`src/rtl/clock_pkg.sv`:
```
// Shared definitions for the clock-frequency request path: divisor word layout,
// legal quotient range, error codes and the sequencer state encoding.
package clock_pkg;

    localparam int DIV_FRAC_LSB  = 8;
    localparam int DIV_FRAC_STEP = 125;
    localparam int Q_MIN         = 8;
    localparam int Q_MAX         = 2047;

    localparam logic [1:0] ERR_NONE    = 2'd0;
    localparam logic [1:0] ERR_ZERO    = 2'd1;
    localparam logic [1:0] ERR_RANGE   = 2'd2;
    localparam logic [1:0] ERR_TIMEOUT = 2'd3;

    typedef enum logic [2:0] {
        S_IDLE,
        S_DIVIDE,
        S_CHECK,
        S_CONFIG,
        S_WAIT_ACK,
        S_SETTLE,
        S_DONE,
        S_FAIL
    } state_t;

    // q is divisor x 8: integer part in q[10:3], eighths encoded as thousandths.
    function automatic logic [31:0] make_div_word(input logic [10:0] q);
        logic [9:0] frac;
        frac = 10'(q[2:0]) * 10'(DIV_FRAC_STEP);
        return (32'(frac) << DIV_FRAC_LSB) | 32'(q[10:3]);
    endfunction

endpackage

```
`src/rtl/seq_divider.sv`:
```
// Multicycle restoring divider: one quotient bit per clock, WIDTH clocks per divide.
// done is high during the final step; quotient is valid from the following cycle.
module seq_divider #(
    parameter int WIDTH = 40
) (
    input  logic             clk,
    input  logic             reset,
    input  logic             start,
    input  logic [WIDTH-1:0] dividend,
    input  logic [WIDTH-1:0] divisor,
    output logic             done,
    output logic [WIDTH-1:0] quotient
);

    localparam int CNT_W = $clog2(WIDTH + 1);

    logic [CNT_W-1:0] cnt;
    logic [WIDTH-1:0] quo;
    logic [WIDTH-1:0] rem;
    logic [WIDTH-1:0] dvs;
    logic [WIDTH:0]   trial;
    logic [WIDTH:0]   diff;
    logic             ge;

    assign trial    = {rem, quo[WIDTH-1]};
    assign diff     = trial - {1'b0, dvs};
    assign ge       = trial >= {1'b0, dvs};
    assign done     = (cnt == CNT_W'(1));
    assign quotient = quo;

    always_ff @(posedge clk) begin
        if (reset) begin
            cnt <= '0;
        end else if (start) begin
            cnt <= CNT_W'(WIDTH);
        end else if (cnt != '0) begin
            cnt <= cnt - CNT_W'(1);
        end
    end

    // Dividend bits shift out of quo as quotient bits shift in.
    always_ff @(posedge clk) begin
        if (start) begin
            quo <= dividend;
            rem <= '0;
            dvs <= divisor;
        end else if (cnt != '0) begin
            quo <= {quo[WIDTH-2:0], ge};
            rem <= ge ? diff[WIDTH-1:0] : trial[WIDTH-1:0];
        end
    end

endmodule

```
`src/rtl/clock_freq_request.sv`:
```
// Converts a kHz frequency request into a clock-wizard divisor word, hands it to
// clock_mgr, waits for the readback to match, settles, then reports done/err.
module clock_freq_request
    import clock_pkg::*;
#(
    parameter int VCO_KHZ        = 1_200_000,
    parameter int SETTLE_CYCLES  = 4096,
    parameter int TIMEOUT_CYCLES = 65535
) (
    input  logic        clk,
    input  logic        reset,
    input  logic        req_valid,
    input  logic [31:0] req_khz,
    output logic        busy,
    output logic        done,
    output logic        err,
    output logic [1:0]  err_code,
    output logic [31:0] result_div,
    output logic [31:0] div_in,
    output logic        configure,
    input  logic [31:0] div_out
);

    localparam logic [39:0] VCO_X8 = 40'(VCO_KHZ) * 40'd8;

    state_t      state, state_next;
    logic [31:0] cnt, cnt_next;
    logic [1:0]  err_code_next;
    logic        div_start;
    logic        div_done;
    logic        load_result;
    logic [39:0] quotient;
    logic [39:0] dividend;
    logic        q_in_range;

    // Adding half the divisor turns the floored quotient into round-to-nearest.
    assign dividend   = VCO_X8 + 40'(req_khz >> 1);
    assign q_in_range = (quotient >= 40'(Q_MIN)) && (quotient <= 40'(Q_MAX));

    seq_divider #(.WIDTH(40)) u_div (
        .clk      (clk),
        .reset    (reset),
        .start    (div_start),
        .dividend (dividend),
        .divisor  ({8'd0, req_khz}),
        .done     (div_done),
        .quotient (quotient)
    );

    always_ff @(posedge clk) begin
        if (reset) begin
            state      <= S_IDLE;
            cnt        <= '0;
            err_code   <= ERR_NONE;
            result_div <= '0;
            div_in     <= '0;
        end else begin
            state    <= state_next;
            cnt      <= cnt_next;
            err_code <= err_code_next;
            // div_in is held between successful checks; clock_mgr may sample it late.
            if (load_result) begin
                result_div <= make_div_word(quotient[10:0]);
                div_in     <= make_div_word(quotient[10:0]);
            end
        end
    end

    always_comb begin
        state_next    = state;
        cnt_next      = cnt;
        err_code_next = err_code;
        div_start     = 1'b0;
        load_result   = 1'b0;
        busy          = 1'b0;
        done          = 1'b0;
        err           = 1'b0;
        configure     = 1'b0;
        case (state)
            S_IDLE: begin
                if (req_valid) begin
                    if (req_khz == 32'd0) begin
                        err_code_next = ERR_ZERO;
                        state_next    = S_FAIL;
                    end else begin
                        err_code_next = ERR_NONE;
                        div_start     = 1'b1;
                        state_next    = S_DIVIDE;
                    end
                end
            end
            S_DIVIDE: begin
                busy = 1'b1;
                if (div_done) state_next = S_CHECK;
            end
            S_CHECK: begin
                busy = 1'b1;
                if (!q_in_range) begin
                    err_code_next = ERR_RANGE;
                    state_next    = S_FAIL;
                end else begin
                    load_result = 1'b1;
                    state_next  = S_CONFIG;
                end
            end
            S_CONFIG: begin
                busy       = 1'b1;
                configure  = 1'b1;
                cnt_next   = '0;
                state_next = S_WAIT_ACK;
            end
            S_WAIT_ACK: begin
                busy = 1'b1;
                if (div_out == div_in) begin
                    cnt_next   = '0;
                    state_next = S_SETTLE;
                end else if (cnt == 32'(TIMEOUT_CYCLES)) begin
                    err_code_next = ERR_TIMEOUT;
                    state_next    = S_FAIL;
                end else begin
                    cnt_next = cnt + 32'd1;
                end
            end
            S_SETTLE: begin
                busy = 1'b1;
                if (cnt == 32'(SETTLE_CYCLES - 1)) state_next = S_DONE;
                else cnt_next = cnt + 32'd1;
            end
            S_DONE: begin
                done       = 1'b1;
                state_next = S_IDLE;
            end
            S_FAIL: begin
                err        = 1'b1;
                state_next = S_IDLE;
            end
            default: state_next = S_IDLE;
        endcase
    end

endmodule

```
`config.mk`:
```
export PLATFORM = sky130hd
export DESIGN_NAME = clock_freq_request
export DESIGN_NICKNAME = d
export VERILOG_FILES = /design/src/rtl/clock_pkg.sv /design/src/rtl/seq_divider.sv /design/src/rtl/clock_freq_request.sv
export SDC_FILE = /design/constraint.sdc
export NUM_CORES = 1
export LEC_CHECK = 0
export CORE_AREA = 2 2 142 144
export CTS_CLUSTER_DIAMETER = 40
export DETAILED_ROUTE_END_ITERATION = 10
export DIE_AREA = 0 0 144 146
export GPL_ROUTABILITY_DRIVEN = 0
export GPL_TIMING_DRIVEN = 0
export PLACE_DENSITY_LB_ADDON = 0.08
export SLEW_MARGIN = 20
export SYNTH_ARGS = -nofsm -noshare
export SYNTH_HDL_FRONTEND = slang
export SYNTH_SLANG_ARGS = --single-unit
```
`constraint.sdc`:
```
create_clock -name clk -period 4.1 [get_ports clk]
set_input_delay 0.615 -clock clk [delete_from_list [all_inputs] [get_ports clk]]
set_output_delay 0.615 -clock clk [all_outputs]
set_load 0.005 [all_outputs]
```
== Word-level counts from Yosys, hierarchy flattened ==
Index checks and enable logic that the tools add are counted.

* Register bits after elaboration: 187
* Input port bits: 67
* Output and inout bits: 70
* Word-level logic and storage cells: 83

* $add $sub $neg: 4
* $lt $le $gt $ge: 3
* Multiply operators: 1
* Reductions and logical operators: 13
* Bitwise logic cells: 1
* Eq/ne operators: 20
* Mux-type cells: 32

{| class="wikitable"
|+ Operators with widths
! kind !! number
|-
| $mux W40 || 3
|-
| $mux W32 || 3
|-
| $pmux W32 S3 || 1
|-
| $ge A41 B32 Y1 || 1
|-
| $ge A40 B4 Y1 const B || 1
|-
| $le A40 B11 Y1 const B || 1
|-
| $sub A40 B32 Y40 || 1
|-
| $add A24 B31 Y32 const A || 1
|-
| $add A32 B1 Y32 const B || 1
|-
| $eq A32 B12 Y1 const B || 1
|-
| $eq A32 B16 Y1 const B || 1
|-
| $eq A32 B32 Y1 || 1
|-
| $logic_not A32 Y1 || 1
|-
| $mux W3 || 7
|-
| $pmux W3 S7 || 1
|-
| $or A18 B8 Y18 || 1
|-
| $ne A2 B2 Y1 const B || 7
|-
| $eq A3 B3 Y1 const B || 4
|-
| $mux W6 || 2
|-
| $mul A3 B7 Y10 const B || 1
|-
| $mux W1 || 10
|-
| $mux W2 || 4
|-
| $eq A3 B2 Y1 const B || 2
|-
| $eq A6 B1 Y1 const B || 1
|-
| 14 further kinds || 17
|}

== Depth between registers and ports, before layout ==
* Depth in word-level cells: 5
* Mapped depth: 14
* Mapped depth without buffers: 12

== Cells and area by module ==
A second synthesis with hierarchy kept.

* Cells, all modules: 1228
* Area, all modules: 11439.7 µm²

{| class="wikitable"
|+ Modules (own cells, without submodules)
! module !! sequential area each (µm²) !! cells each !! times used !! area each (µm²)
|-
| seq_divider || 3323.2 || 728 || 1 || 7460.9
|-
| clock_freq_request || 1101.1 || 500 || 1 || 3978.8
|}

== Least setup slack after synthesis ==
OpenSTA, ideal clock, no wires.

* Path type: input port to flip-flop
* Start point: input req_khz[12]
* End point: register u_div.quo[0], in the netlist u_div.quotient[0], enable pin
* Setup time: 0.530 ns
* Data arrival time: 3.261 ns
* Required time: 3.570 ns
* Stages on the path: 7
* Setup slack: 0.309 ns
* Cell sequence: nor3_1 -> or3b_2 -> or3_1 -> nand3_1 -> clkbuf_1 -> buf_1 -> nand2_1

* Word-level cells in the longest chain between the ends: 5

{| class="wikitable"
|+ RTL lines
! item !! RTL line !! source
|-
| start, declared || clock_freq_request.sv:13 || <nowiki>input logic [31:0] req_khz,</nowiki>
|-
| $logic_not A32 Y1 || clock_freq_request.sv:82 || <nowiki>if (req_khz == 32'd0) begin</nowiki>
|-
| $mux W1 || clock_freq_request.sv:82 ||
|-
| $mux W1 || clock_freq_request.sv:81 || <nowiki>if (req_valid) begin</nowiki>
|-
| $mux W1 || clock_freq_request.sv:79 || <nowiki>case (state)</nowiki>
|-
| $reduce_bool A2 Y1 (no source line) || n/a ||
|-
| end signal, assigned || seq_divider.sv:44 || <nowiki>quo <= dividend;</nowiki>
|-
| end signal, assigned || seq_divider.sv:48 || <nowiki>quo <= {quo[WIDTH-2:0], ge};</nowiki>
|-
| end, declared || seq_divider.sv:18 || <nowiki>logic [WIDTH-1:0] quo;</nowiki>
|}

No other way between the ends.
A chain may end at the register's enable or synchronous reset.

== Worst setup path after layout ==
* Start point: input req_khz[13]
* End point: register u_div.quo[39], in the netlist u_div.quotient[39], enable pin

The elaborated chain is that of the path after synthesis.

==> results.md <==
- Power per standard cell area: 783 nW/µm²
- Post-synth EDFFs: 72
- Sequential share of the synthesized area: 0.397
- Fraction of layout cells with a size suffix above 1: 0.0785
- Design Area, Final: 12,700 µm²
- Routed WL per cell: 16.7 µm
- Synth top area share: 0.205
- Nets: 1,493
- Clock Pin Slew Worst Setup and Hold Paths: 0.06 ns
- Worst hold path class: reg2reg
- Final-report setup violation count: 0
- Commonest non-fill, non-tap cell in the layout: nand2_1
- Filler instances: 1,653
- Seq. cell area: 4180 µm²
- Critical Path Start Type: input pin
- Setup Skew: 0.0122 ns
- Inserted Clock Buffers: 17
- Status: finished clean
- Syn_area_per_cell: 8.64 µm²
- Width of the die: 144 µm
- Final period util: 0.921
- Rel. slew slack: 0.370
- Iter 0 DRT Violations: 631
- Core Area: 19,300 µm²
- Clock latency on the worst-skew pair: 0.44 ns
- Area leader, netlist: edfxtp_1
- Pins Over Slew Limit: 0
- First-pass GRT wire length: 44.6 mm
- Hold Buf Count CTS: 0
- Final worst slack: 0.323 ns
- Via density: 5.67
- Synth Flop Type: dfxtp_1
- Least-Margin Pin Slew: 0.933 ns
- Crit path arrival time: 3.96 ns
- Crit Path Max Fanout: 32
- Synth warn: 0
- Die Ht: 146 µm
- GRT Total Usage: 0.268
- Pre-CTS setup slack: -0.772 ns
- Clock sink count: 173
- Maximum vdd ir drop: 0.402 mV
- Cells after synthesis: 1,220
- Max Cap Viol: 0
- Antenna cells: 0
- Area grow syn2layout: 20.1%
- FF+latch count, synth: 173
- Post-Route Utilization: 0.654
- Crit path capture type: register
- RSZ-0062 raised after global routing: no
- Commonest non-fill, non-tap cells in the layout: nand2_1 (147), nor2_1 (126), clkdlybuf4s50_1 (108)
- Fmax: 265 MHz
- Htree depth: 4
- Root buffer cell: clkbuf_16
- GRT overflow: 0
- Die area: 21,000 µm²
- Port Buffer Count: 108
- Post-route ant nets: 0
- Class of the most critical setup path: in2reg
- DP Wirelength: 20.7 mm
- P_leak: 5.10 nW
- CP required: 4.28 ns
- Row count: 51
- Final hold violation count: 0
- Ranking of synthesized cells by area: edfxtp_1 (21%), dfxtp_1 (19%), xor2_1 (5.4%)
- Area taken by multi-input logic gates: 5680 µm²
- Post-Syn Area: 10,500 µm²
- Drt pass-1 iters: 5
- Setup bufs post-CTS: 0
- Initial antenna violation count: 0
- Placement-stage cell area: 12,100 µm²
- Post-route DRC: 0
- Async SR Flop Fraction: 0
- Starting density of the core: 0.545
- Longest Clk Path Bufs: 2
- Synth cell types: 74
- Largest net degree at the start of global routing: 33
- Vias in the first global route: 8,860
- Final min period: 3.78 ns
- CTS tree: yes
- Wirelength, routed: 27.7 mm
- Ports: 137
- DR vias: 9,386
==> state kept, by name, indices dropped and copies added (netlist names) <==
name,cells
u_div.dvs,32
u_div.quotient,40
u_div.cnt,6
cnt,32
state,3
div_in,18
u_div.rem,40
err_code,2
==> synth_stat cells (3+ instances only) <==
| cell | instances |
|---|---|
| nand2_1 | 148 |
| nor2_1 | 126 |
| dfxtp_1 | 101 |
| a21oi_1 | 81 |
| o21ai_0 | 76 |
| edfxtp_1 | 72 |
| xor2_1 | 65 |
| inv_1 | 57 |
| buf_4 | 48 |
| ha_1 | 45 |
| clkbuf_1 | 36 |
| xnor2_1 | 34 |
| nor4_1 | 33 |
| nand3_1 | 30 |
| nor3_1 | 25 |
| nand4_1 | 23 |
| a211oi_1 | 18 |
| mux2i_1 | 18 |
| a21o_1 | 13 |
| and2_1 | 13 |
| and3_1 | 12 |
| a31oi_1 | 11 |
| nor2b_1 | 9 |
| a311oi_1 | 8 |
| buf_1 | 7 |
| buf_2 | 7 |
| nand2b_1 | 7 |
| o211ai_1 | 7 |
| o21bai_1 | 6 |
| a2111oi_0 | 5 |
| fa_1 | 5 |
| o21a_1 | 5 |
| or3_1 | 5 |
| or4_1 | 5 |
| and4_1 | 4 |
| a31o_2 | 3 |
| a41oi_1 | 3 |
| nand4b_1 | 3 |
| nor3b_1 | 3 |
| o31ai_1 | 3 |
==> through the flow <==
step           setup TNS [ns]  power, mW  std cells  hold WS, ns
2_1_floorplan               0       6.84       1247        0.449
3_3_place_gp           -94.67       8.12       1620        0.469
3_5_place_dp           -36.67       8.25       1622        0.473
4_1_cts                     0       9.83       1654        0.482
5_1_grt                     0       10.7       1654        0.509
6_report                    0       9.90       1654        0.476
==> per-layer routing <==
layer / track usage / routed length, µm
met1: 0.370 / 12600
met2: 0.431 / 12900
met3: 0.0553 / 1750
met4: 0.0667 / 391
met5: 0 / 0
==> what timing repair did <==
action	in CTS	in global routing
pin swaps	0	0
hold endpoints to repair	0	0
resized for setup	2	1
setup endpoints to repair	40	32
==> report_power, final <==
part	switching (mW)	internal, mW
Combinational	3.30	2.09
Clock	0.715	0.844
Sequential	0.411	2.55
==> kinds of logic after synthesis <==
family | count (synthesis) | synth area share
xor+xnor | 99 | 0.0823
simple gates | 460 | 0.209
flops | 173 | 0.397
mux | 18 | 0.0171
other cells | 1 | 0.000356
fa+ha+maj | 50 | 0.0629
compound gates | 262 | 0.156
buf+inv | 157 | 0.0746
==> cell type report <==
cell class / count / area share
buffer: 99 / 0.0452
tap: 265 / 0.0262
inverter: 58 / 0.0172
timing repair buffer: 110 / 0.0886
multi-input combinational: 917 / 0.449
sequential: 173 / 0.331
clock buffer: 21 / 0.0348
clock inverter: 11 / 0.00851
==> final timing paths <==
kind | from | cells after the start | end | slack, ns
worst min-delay path | u_div.rem[1] | 2 | u_div.rem[1] | 0.48
worst max-delay path | req_khz[13] | 9 | u_div.quotient[39] | 0.32
worst max register to register | u_div.dvs[20] | 14 | u_div.rem[25] | 0.43
worst min register to register | u_div.rem[1] | 2 | u_div.rem[1] | 0.48
==> critical path, cell delays in order <==
cell	delay, ns
clkdlybuf4s50_1	0.51
nor3_1	0.29
or3b_2	0.57
or3_1	0.50
nand3_2	0.28
clkbuf_2	0.31
buf_2	0.33
nand2_2	0.24
buf_12	0.29
No activity file was read; power rests on OpenSTA's default activity.
